[src/rtl/or1k_pkg.sv]
// Shared definitions for the OR1K instruction fetch slice.
// Holds the fetch FSM encoding, reset PC default, l.nop encoding and instruction width.
// No logic beyond a PC increment helper.
package or1k_pkg;

  localparam int unsigned         INST_W           = 32;
  localparam logic [31:0]         RESET_PC_DEFAULT = 32'h0000_0100;
  localparam logic [INST_W-1:0]   INST_NOP         = 32'h1500_0000;

  typedef enum logic [1:0] {
    S_FETCH = 2'd0,  // request outstanding
    S_HOLD  = 2'd1,  // instruction presented, decode stalled
    S_DROP  = 2'd2,  // waiting to discard a stale response
    S_ERR   = 2'd3   // halted on a misaligned redirect
  } fetch_state_e;

  // Sequential word address; wraps naturally at 32 bits.
  function automatic logic [31:0] pc_next(input logic [31:0] pc);
    return pc + 32'd4;
  endfunction

endpackage

[src/rtl/fetch_skid_buf.sv]
// One-entry holding register for a response fetched while decode is stalled.
// Latency: written on the push edge, visible on vld_o/inst_o the next cycle.
// Backpressure: none of its own; the fetch FSM never pushes while it is full.
// Ports: clk_i/rst_ni (sync active-low), push_i + inst_i/pc_i/err_i write,
//        pop_i empties after use, flush_i empties on redirect, vld_o/inst_o/pc_o/err_o read.
module fetch_skid_buf
  import or1k_pkg::*;
(
  input  logic              clk_i,
  input  logic              rst_ni,
  input  logic              push_i,
  input  logic [INST_W-1:0] inst_i,
  input  logic [31:0]       pc_i,
  input  logic              err_i,
  input  logic              pop_i,
  input  logic              flush_i,
  output logic              vld_o,
  output logic [INST_W-1:0] inst_o,
  output logic [31:0]       pc_o,
  output logic              err_o
);

  logic              vld_q;
  logic [INST_W-1:0] inst_q;
  logic [31:0]       pc_q;
  logic              err_q;

  always_ff @(posedge clk_i) begin
    if (!rst_ni) begin
      vld_q  <= 1'b0;
      inst_q <= '0;
      pc_q   <= '0;
      err_q  <= 1'b0;
    end else if (flush_i) begin
      vld_q <= 1'b0;
    end else if (push_i) begin
      vld_q  <= 1'b1;
      inst_q <= inst_i;
      pc_q   <= pc_i;
      err_q  <= err_i;
    end else if (pop_i) begin
      vld_q <= 1'b0;
    end
  end

  assign vld_o  = vld_q;
  assign inst_o = inst_q;
  assign pc_o   = pc_q;
  assign err_o  = err_q;

endmodule

[src/rtl/fetch_32i.sv]
// OR1K instruction fetch: drives the instruction bus and presents one word at a time to decode.
// Latency: instruction valid one cycle after its ack; one instruction per cycle with single-cycle acks.
// Backpressure: stall_in holds the presented word and pauses requests (one extra request into a
//   skid buffer when FETCH_SKID_EN is defined).
// Ports: clk_in/reset_in (sync active-low); imem_* request/response bus; stall_in, branch_taken_in/
//   branch_target_in from the pipeline; inst_out/pc_out/inst_valid_out and error flags to decode.
module fetch_32i
  import or1k_pkg::*;
#(
  parameter logic [31:0] RESET_PC = RESET_PC_DEFAULT
) (
  input  logic              clk_in,
  input  logic              reset_in,
  output logic              imem_req_out,
  output logic [31:0]       imem_addr_out,
  input  logic              imem_ack_in,
  input  logic              imem_err_in,
  input  logic [INST_W-1:0] imem_data_in,
  input  logic              stall_in,
  input  logic              branch_taken_in,
  input  logic [31:0]       branch_target_in,
  output logic [INST_W-1:0] inst_out,
  output logic [31:0]       pc_out,
  output logic              inst_valid_out,
  output logic              flag_ibus_err_out,
  output logic              flag_align_err_out
);

  fetch_state_e      state_q, state_d;
  logic [31:0]       pc_q, pc_d;             // next fetch address
  logic [31:0]       drop_addr_q, drop_addr_d; // address of the response being discarded
  logic [INST_W-1:0] inst_q, inst_d;
  logic [31:0]       iaddr_q, iaddr_d;
  logic              valid_q, valid_d;
  logic              ibus_err_q, ibus_err_d;
  logic              align_err_q, align_err_d;
  logic              run_q;                  // previous cycle was out of reset

  logic              req_raw, ack, out_busy, consume;
  logic [31:0]       addr_raw;
  logic [INST_W-1:0] resp_inst;

  logic              buf_vld, buf_err;
  logic [INST_W-1:0] buf_inst;
  logic [31:0]       buf_pc;

`ifdef FETCH_SKID_EN
  localparam bit SKID = 1'b1;
  logic buf_push, buf_pop, buf_flush;

  fetch_skid_buf u_skid (
    .clk_i   (clk_in),
    .rst_ni  (reset_in),
    .push_i  (buf_push),
    .inst_i  (resp_inst),
    .pc_i    (pc_q),
    .err_i   (imem_err_in),
    .pop_i   (buf_pop),
    .flush_i (buf_flush),
    .vld_o   (buf_vld),
    .inst_o  (buf_inst),
    .pc_o    (buf_pc),
    .err_o   (buf_err)
  );
`else
  localparam bit SKID = 1'b0;
  assign buf_vld  = 1'b0;
  assign buf_err  = 1'b0;
  assign buf_inst = '0;
  assign buf_pc   = '0;
`endif

  assign out_busy  = valid_q && stall_in;
  assign consume   = valid_q && !stall_in;
  assign resp_inst = imem_err_in ? INST_NOP : imem_data_in;
  assign addr_raw  = (state_q == S_DROP) ? drop_addr_q : pc_q;

  // A new request may only start when the output slot can take its response
  // (or, with the skid buffer, while the buffer is still empty).
  always_comb begin
    req_raw = 1'b0;
    case (state_q)
      S_FETCH: req_raw = SKID || !out_busy;
      S_HOLD:  req_raw = SKID && !buf_vld;
      S_DROP:  req_raw = 1'b1;
      default: req_raw = 1'b0;
    endcase
  end

  assign imem_req_out  = reset_in && req_raw;
  assign imem_addr_out = addr_raw;
  assign ack           = imem_req_out && imem_ack_in;

  always_comb begin
    state_d     = state_q;
    pc_d        = pc_q;
    drop_addr_d = drop_addr_q;
    inst_d      = inst_q;
    iaddr_d     = iaddr_q;
    valid_d     = valid_q;
    ibus_err_d  = ibus_err_q;
    align_err_d = align_err_q;
`ifdef FETCH_SKID_EN
    buf_push  = 1'b0;
    buf_pop   = 1'b0;
    buf_flush = 1'b0;
`endif
    if (branch_taken_in) begin
      // Redirect outranks stall and ack: anything presented or fetched is stale.
      valid_d    = 1'b0;
      ibus_err_d = 1'b0;
`ifdef FETCH_SKID_EN
      buf_flush = 1'b1;
`endif
      if (branch_target_in[1:0] != 2'b00) begin
        align_err_d = 1'b1;
        state_d     = S_ERR;
      end else begin
        align_err_d = 1'b0;
        pc_d        = branch_target_in;
        drop_addr_d = addr_raw;
        state_d     = (imem_req_out && !imem_ack_in) ? S_DROP : S_FETCH;
      end
    end else begin
      case (state_q)
        S_FETCH, S_HOLD: begin
          if (consume) begin
            valid_d    = 1'b0;
            ibus_err_d = 1'b0;
            if (buf_vld) begin
              inst_d     = buf_inst;
              iaddr_d    = buf_pc;
              ibus_err_d = buf_err;
              valid_d    = 1'b1;
`ifdef FETCH_SKID_EN
              buf_pop = 1'b1;
`endif
            end
          end
          if (ack) begin
            pc_d = pc_next(pc_q);
            if (!out_busy) begin
              inst_d     = resp_inst;
              iaddr_d    = pc_q;
              ibus_err_d = imem_err_in;
              valid_d    = 1'b1;
            end
`ifdef FETCH_SKID_EN
            else begin
              buf_push = 1'b1;
            end
`endif
          end
          state_d = out_busy ? S_HOLD : S_FETCH;
        end
        S_DROP: begin
          if (ack) state_d = S_FETCH;
        end
        default: ;  // S_ERR waits for an aligned redirect
      endcase
    end
  end

  always_ff @(posedge clk_in) begin
    if (!reset_in) begin
      // A request still open when reset hit will be answered later; park in
      // S_DROP so that response is swallowed instead of taken as RESET_PC's word.
      state_q     <= ((state_q == S_DROP || (run_q && req_raw)) && !imem_ack_in) ? S_DROP : S_FETCH;
      drop_addr_q <= addr_raw;
      pc_q        <= RESET_PC;
      inst_q      <= '0;
      iaddr_q     <= '0;
      valid_q     <= 1'b0;
      ibus_err_q  <= 1'b0;
      align_err_q <= 1'b0;
      run_q       <= 1'b0;
    end else begin
      state_q     <= state_d;
      drop_addr_q <= drop_addr_d;
      pc_q        <= pc_d;
      inst_q      <= inst_d;
      iaddr_q     <= iaddr_d;
      valid_q     <= valid_d;
      ibus_err_q  <= ibus_err_d;
      align_err_q <= align_err_d;
      run_q       <= 1'b1;
    end
  end

  assign inst_out           = inst_q;
  assign pc_out             = iaddr_q;
  assign inst_valid_out     = valid_q;
  assign flag_ibus_err_out  = ibus_err_q;
  assign flag_align_err_out = align_err_q;

endmodule

[config.mk]
export PLATFORM = sky130hd
export DESIGN_NAME = fetch_32i
export DESIGN_NICKNAME = d
export VERILOG_FILES = /design/src/rtl/or1k_pkg.sv /design/src/rtl/fetch_skid_buf.sv /design/src/rtl/fetch_32i.sv
export SDC_FILE = /design/constraint.sdc
export NUM_CORES = 1
export LEC_CHECK = 0
export ABC_AREA = 1
export BUFFER_PORTS_ARGS = -buffer_cell sky130_fd_sc_hd__buf_2
export CAP_MARGIN = 5
export CORE_MARGIN = 4
export CORE_UTILIZATION = 30
export CTS_BUF_LIST = sky130_fd_sc_hd__clkbuf_16
export DETAILED_ROUTE_END_ITERATION = 8
export PLACE_DENSITY_LB_ADDON = 0.3
export RECOVER_POWER = 100
export SLEW_MARGIN = 20
export SYNTH_ARGS = -nofsm -noshare
export SYNTH_HDL_FRONTEND = slang
export SYNTH_SLANG_ARGS = --single-unit
[constraint.sdc]
create_clock -name clk_in -period 3.6 [get_ports clk_in]
set_input_delay 0.72 -clock clk_in [delete_from_list [all_inputs] [get_ports clk_in]]
set_output_delay 0.72 -clock clk_in [all_outputs]
set_load 0.01 [all_outputs]
==> impl_results.md <==
- Die area: 0.0234 mm^2
- Crit-path max cell delay: 750 ps
- GRT Resource Usage Total: 16.1%
- Most common cell on crit path: nand2_1
- Post-synth ARST share: 0%
- Period minus WS final: 2970 ps
- Core area: 0.0204 mm^2
- Max Used Layer: met4
- CP Capture Type: flop
- First-pass GRT wire length: 30500 um
- CP max-delay cell: clkbuf_1
- I/O Pins: 170
- Routed length on met2: 8580 um
- Clock tree from TritonCTS: done
- Internal power: 2.87 mW
- Primary FF master, synth: dfxtp_1
- Actual slew at the worst max-slew pin: 1100 ps
- Worst flop-to-flop path endpoint: inst_out[14]$_SDFFE_PN0P_
- Hold buffer count at CTS: 0
- Worst EP arrival: 3280 ps
- Hold depth: 2
- Avg Inst Size Synth: 8.01 um^2
- Layout area overhead: 22.0%
- Initial antenna violation count: 0
- Cell area after synthesis: 0.00629 mm^2
- Routed wire length: 18800 um
- R2R depth: 9
- Max cap viols: 0
- Status: completed
- Synth Net Count: 857
- Clock H-tree levels: 4
- DR WL met3: 1370 um
- Nets@finish: 1008
- Synth cell types: 37
- Die height: 153 um
- Finish-stage setup viols: 0
- Root Buffer Master: clkbuf_16
- P_leak: 2.88 nW
- CTS resizes: 0
- WL/cell: 15.4 um
- Final Wtd Congestion: 0.881
- Setup TNS Final: 0 ps
- Remaining antenna violation count after routing: 0
- Achievable Freq: 337 MHz
- Worst EP required: 3920 ps
- Vias post-DR: 5716
- Setup crit start kind: input pin
- Cts bufs inserted: 17
- Hold_sp: pc_q[0]$_SDFFE_PN0P_
- Number of synthesized flops with an enable pin: 34
- Sequential share of the synthesized area: 48.0%
- Rows: 52
- Cells after Synth: 786
- Clock Path Buffers: 2
- Ratio of cells with drive above 1 in the final layout: 16.9%
- Worst slew margin: 26.8%
- Post-CTS setup buffers: 0
- Sequential share of power: 44.1%
- Clock transition at path regs: 60 ps
- Met1 WL: 8600 um
- Switching power: 1.03 mW
- Initial Util: 30.8%
- Pwr dens: 508 mW/mm^2
- Flops & latches, synth: 134
- Later-pin clock latency in the skew report: 420 ps
- Largest net degree at the start of global routing: 65
- Non-filler instance count after layout: 1221
- DR vias/cell: 4.68
- Post-route DRC: 0
- DRT Pass-1 Iters: 4
- WHS Endpoint: pc_q[0]$_SDFFE_PN0P_
- Worst Clk Skew: 10.4 ps
- Top delay family on crit path: buffers and inverters
- Launching point of the worst reg2reg path: state_q[1]$_DFFE_PP_
- Vias in the first global route: 5587
- Power share of the clock group: 44.1%
- GR Overflow Total: 0
- Switching Share: 26.4%
- Post-DP HPWL: 13300 um
- DIE WIDTH: 153 um
- Reg2reg setup slack: 990 ps
- Worst Hold Class: reg2reg
- First DRT Iteration DRCs: 295
- Worst Path Buf+Inv: 3
- Port-buffer cells: 169
- Synthesis Warnings: 0
- Worst IR Drop VDD: 0.298 mV
- CP Class: in2reg
- Crit path max fanout: 31
- Final worst-path cycle share: 82.4%
- CP cell instances: clkbuf_1, nand3_1, nand2_1, nand2_1, clkbuf_2, inv_2, nand2_1, a21oi_1, nor2_1
- RSZ-0062 raised after global routing: no
- Fin. Hold Viols: 0
- Clk sinks: 134
- Max Slew Vio Count: 0
- Gate power share: 11.8%
- Placed insts: 1188
-- cells in the mapped netlist, types with 2 or more instances --
cell type	number	area [um^2]
nor2_1	58	218
a21oi_1	73	365
buf_2	18	90.1
nand3_1	44	220
nand3_2	29	290
buf_4	3	22.5
nand2_2	4	25.0
edfxtp_1	34	1020
nand2_1	191	717
a21oi_2	30	263
clkbuf_1	14	52.6
dfxtp_1	100	2000
buf_12	3	60.1
inv_1	51	191
mux2i_1	2	20.0
nand4_1	2	12.5
o21ai_0	100	500
inv_2	3	11.3
xor2_1	3	26.3
buf_1	7	26.3
-- layer usage --
| layer | global-route usage, % | up-vias |
|---|---|---|
| met3 | 5.77 | 14 |
| met2 | 26.0 | 167 |
| met5 | 0 | - |
| met4 | 4.71 | 0 |
| li1 | - | 2925 |
| met1 | 20.4 | 2610 |
-- stage by stage --
| stage | utilization, % | worst slack (ps) | hold slack, ps | area, um^2 | total power, mW |
|---|---|---|---|---|---|
| after CTS | 38.5 | 696 | 458 | 7870 | 3.99 |
| after global routing | 37.6 | 249 | 484 | 7670 | 4.09 |
| final | 37.6 | 634 | 459 | 7680 | 3.90 |
| after detailed placement | 35.7 | 1000 | 450 | 7290 | 2.24 |
| after floorplan | - | 1550 | 431 | 6290 | 2.04 |
| after global placement | 35.7 | 1050 | 452 | 7290 | 2.24 |
-- registers in the layout, indices dropped and copies added (netlist names) --
name and cells:
flag_ibus_err_out 1, state_q 2, drop_addr_q 32, pc_q 32
pc_out 32, run_q 1, inst_valid_out 1, inst_out 32
flag_align_err_out 1
-- worst max-delay path by stage --
stage                          from  depth (start not counted)                        to  slack, ps
2_1_floorplan   branch_target_in[0]                          3  drop_addr_q[0]$_DFFE_PP_       1550
3_3_place_gp               reset_in                          9     pc_q[24]$_SDFFE_PN0P_       1050
3_5_place_dp               reset_in                          9     pc_q[24]$_SDFFE_PN0P_       1000
4_1_cts        state_q[1]$_DFFE_PP_                          5         imem_addr_out[21]        700
5_1_grt                    reset_in                          9     pc_q[24]$_SDFFE_PN0P_        250
6_report                   reset_in                          9     pc_q[24]$_SDFFE_PN0P_        630
-- layout by cell type, fill, tap and decap left out, drive strengths merged, types with 2 or more instances in the layout --
cell type,n
a21oi,103
buf,75
bufinv,3
clkbuf,120
clkinv,7
clkinvlp,2
dfxtp,100
edfxtp,34
inv,58
mux2i,2
nand2,195
nand3,74
nand4,2
nor2,61
o21ai,101
xor2,3
-- power groups by stage --
stage / combinational [mW] / clock, mW / sequential (mW)
after floorplan: 0.298 / 0 / 1.75
after global routing: 0.525 / 1.84 / 1.73
after global placement: 0.486 / 0 / 1.75
final: 0.460 / 1.72 / 1.72
after CTS: 0.494 / 1.77 / 1.72
after detailed placement: 0.492 / 0 / 1.75
-- final cells by class --
| cell class | count | area (um^2) |
|---|---|---|
| tap | 270 | 338 |
| clock buffer | 17 | 425 |
| inverter | 55 | 208 |
| antenna | 1 | 2.50 |
| timing repair buffer | 178 | 795 |
| sequential | 134 | 3020 |
| fill | 2239 | 12800 |
| clock inverter | 15 | 149 |
| multi-input combinational | 551 | 2740 |
-- cells by family (layout without fill, tap and decap cells) --
kind of cell | count (synthesis) | in the layout | synth area share [%]
other cells | 0 | 1 | 0
compound gates | 206 | 206 | 18.3
buf+inv | 101 | 265 | 7.53
mux | 2 | 2 | 0.318
flops | 134 | 134 | 48.0
simple gates | 338 | 338 | 25.0
xor+xnor | 4 | 4 | 0.557
fa+ha+maj | 1 | 1 | 0.199
-- worst reg2reg max path, cell delays in order (launching register included) --
cell	delay (ps)
edfxtp_1	450
nand2_1	190
nand2_2	90
nand2_1	90
clkinvlp_2	190
nand3_1	240
nor2_8	100
inv_1	810
nand2_1	160
a21oi_1	200
No activity file was read; power rests on OpenSTA's default activity.
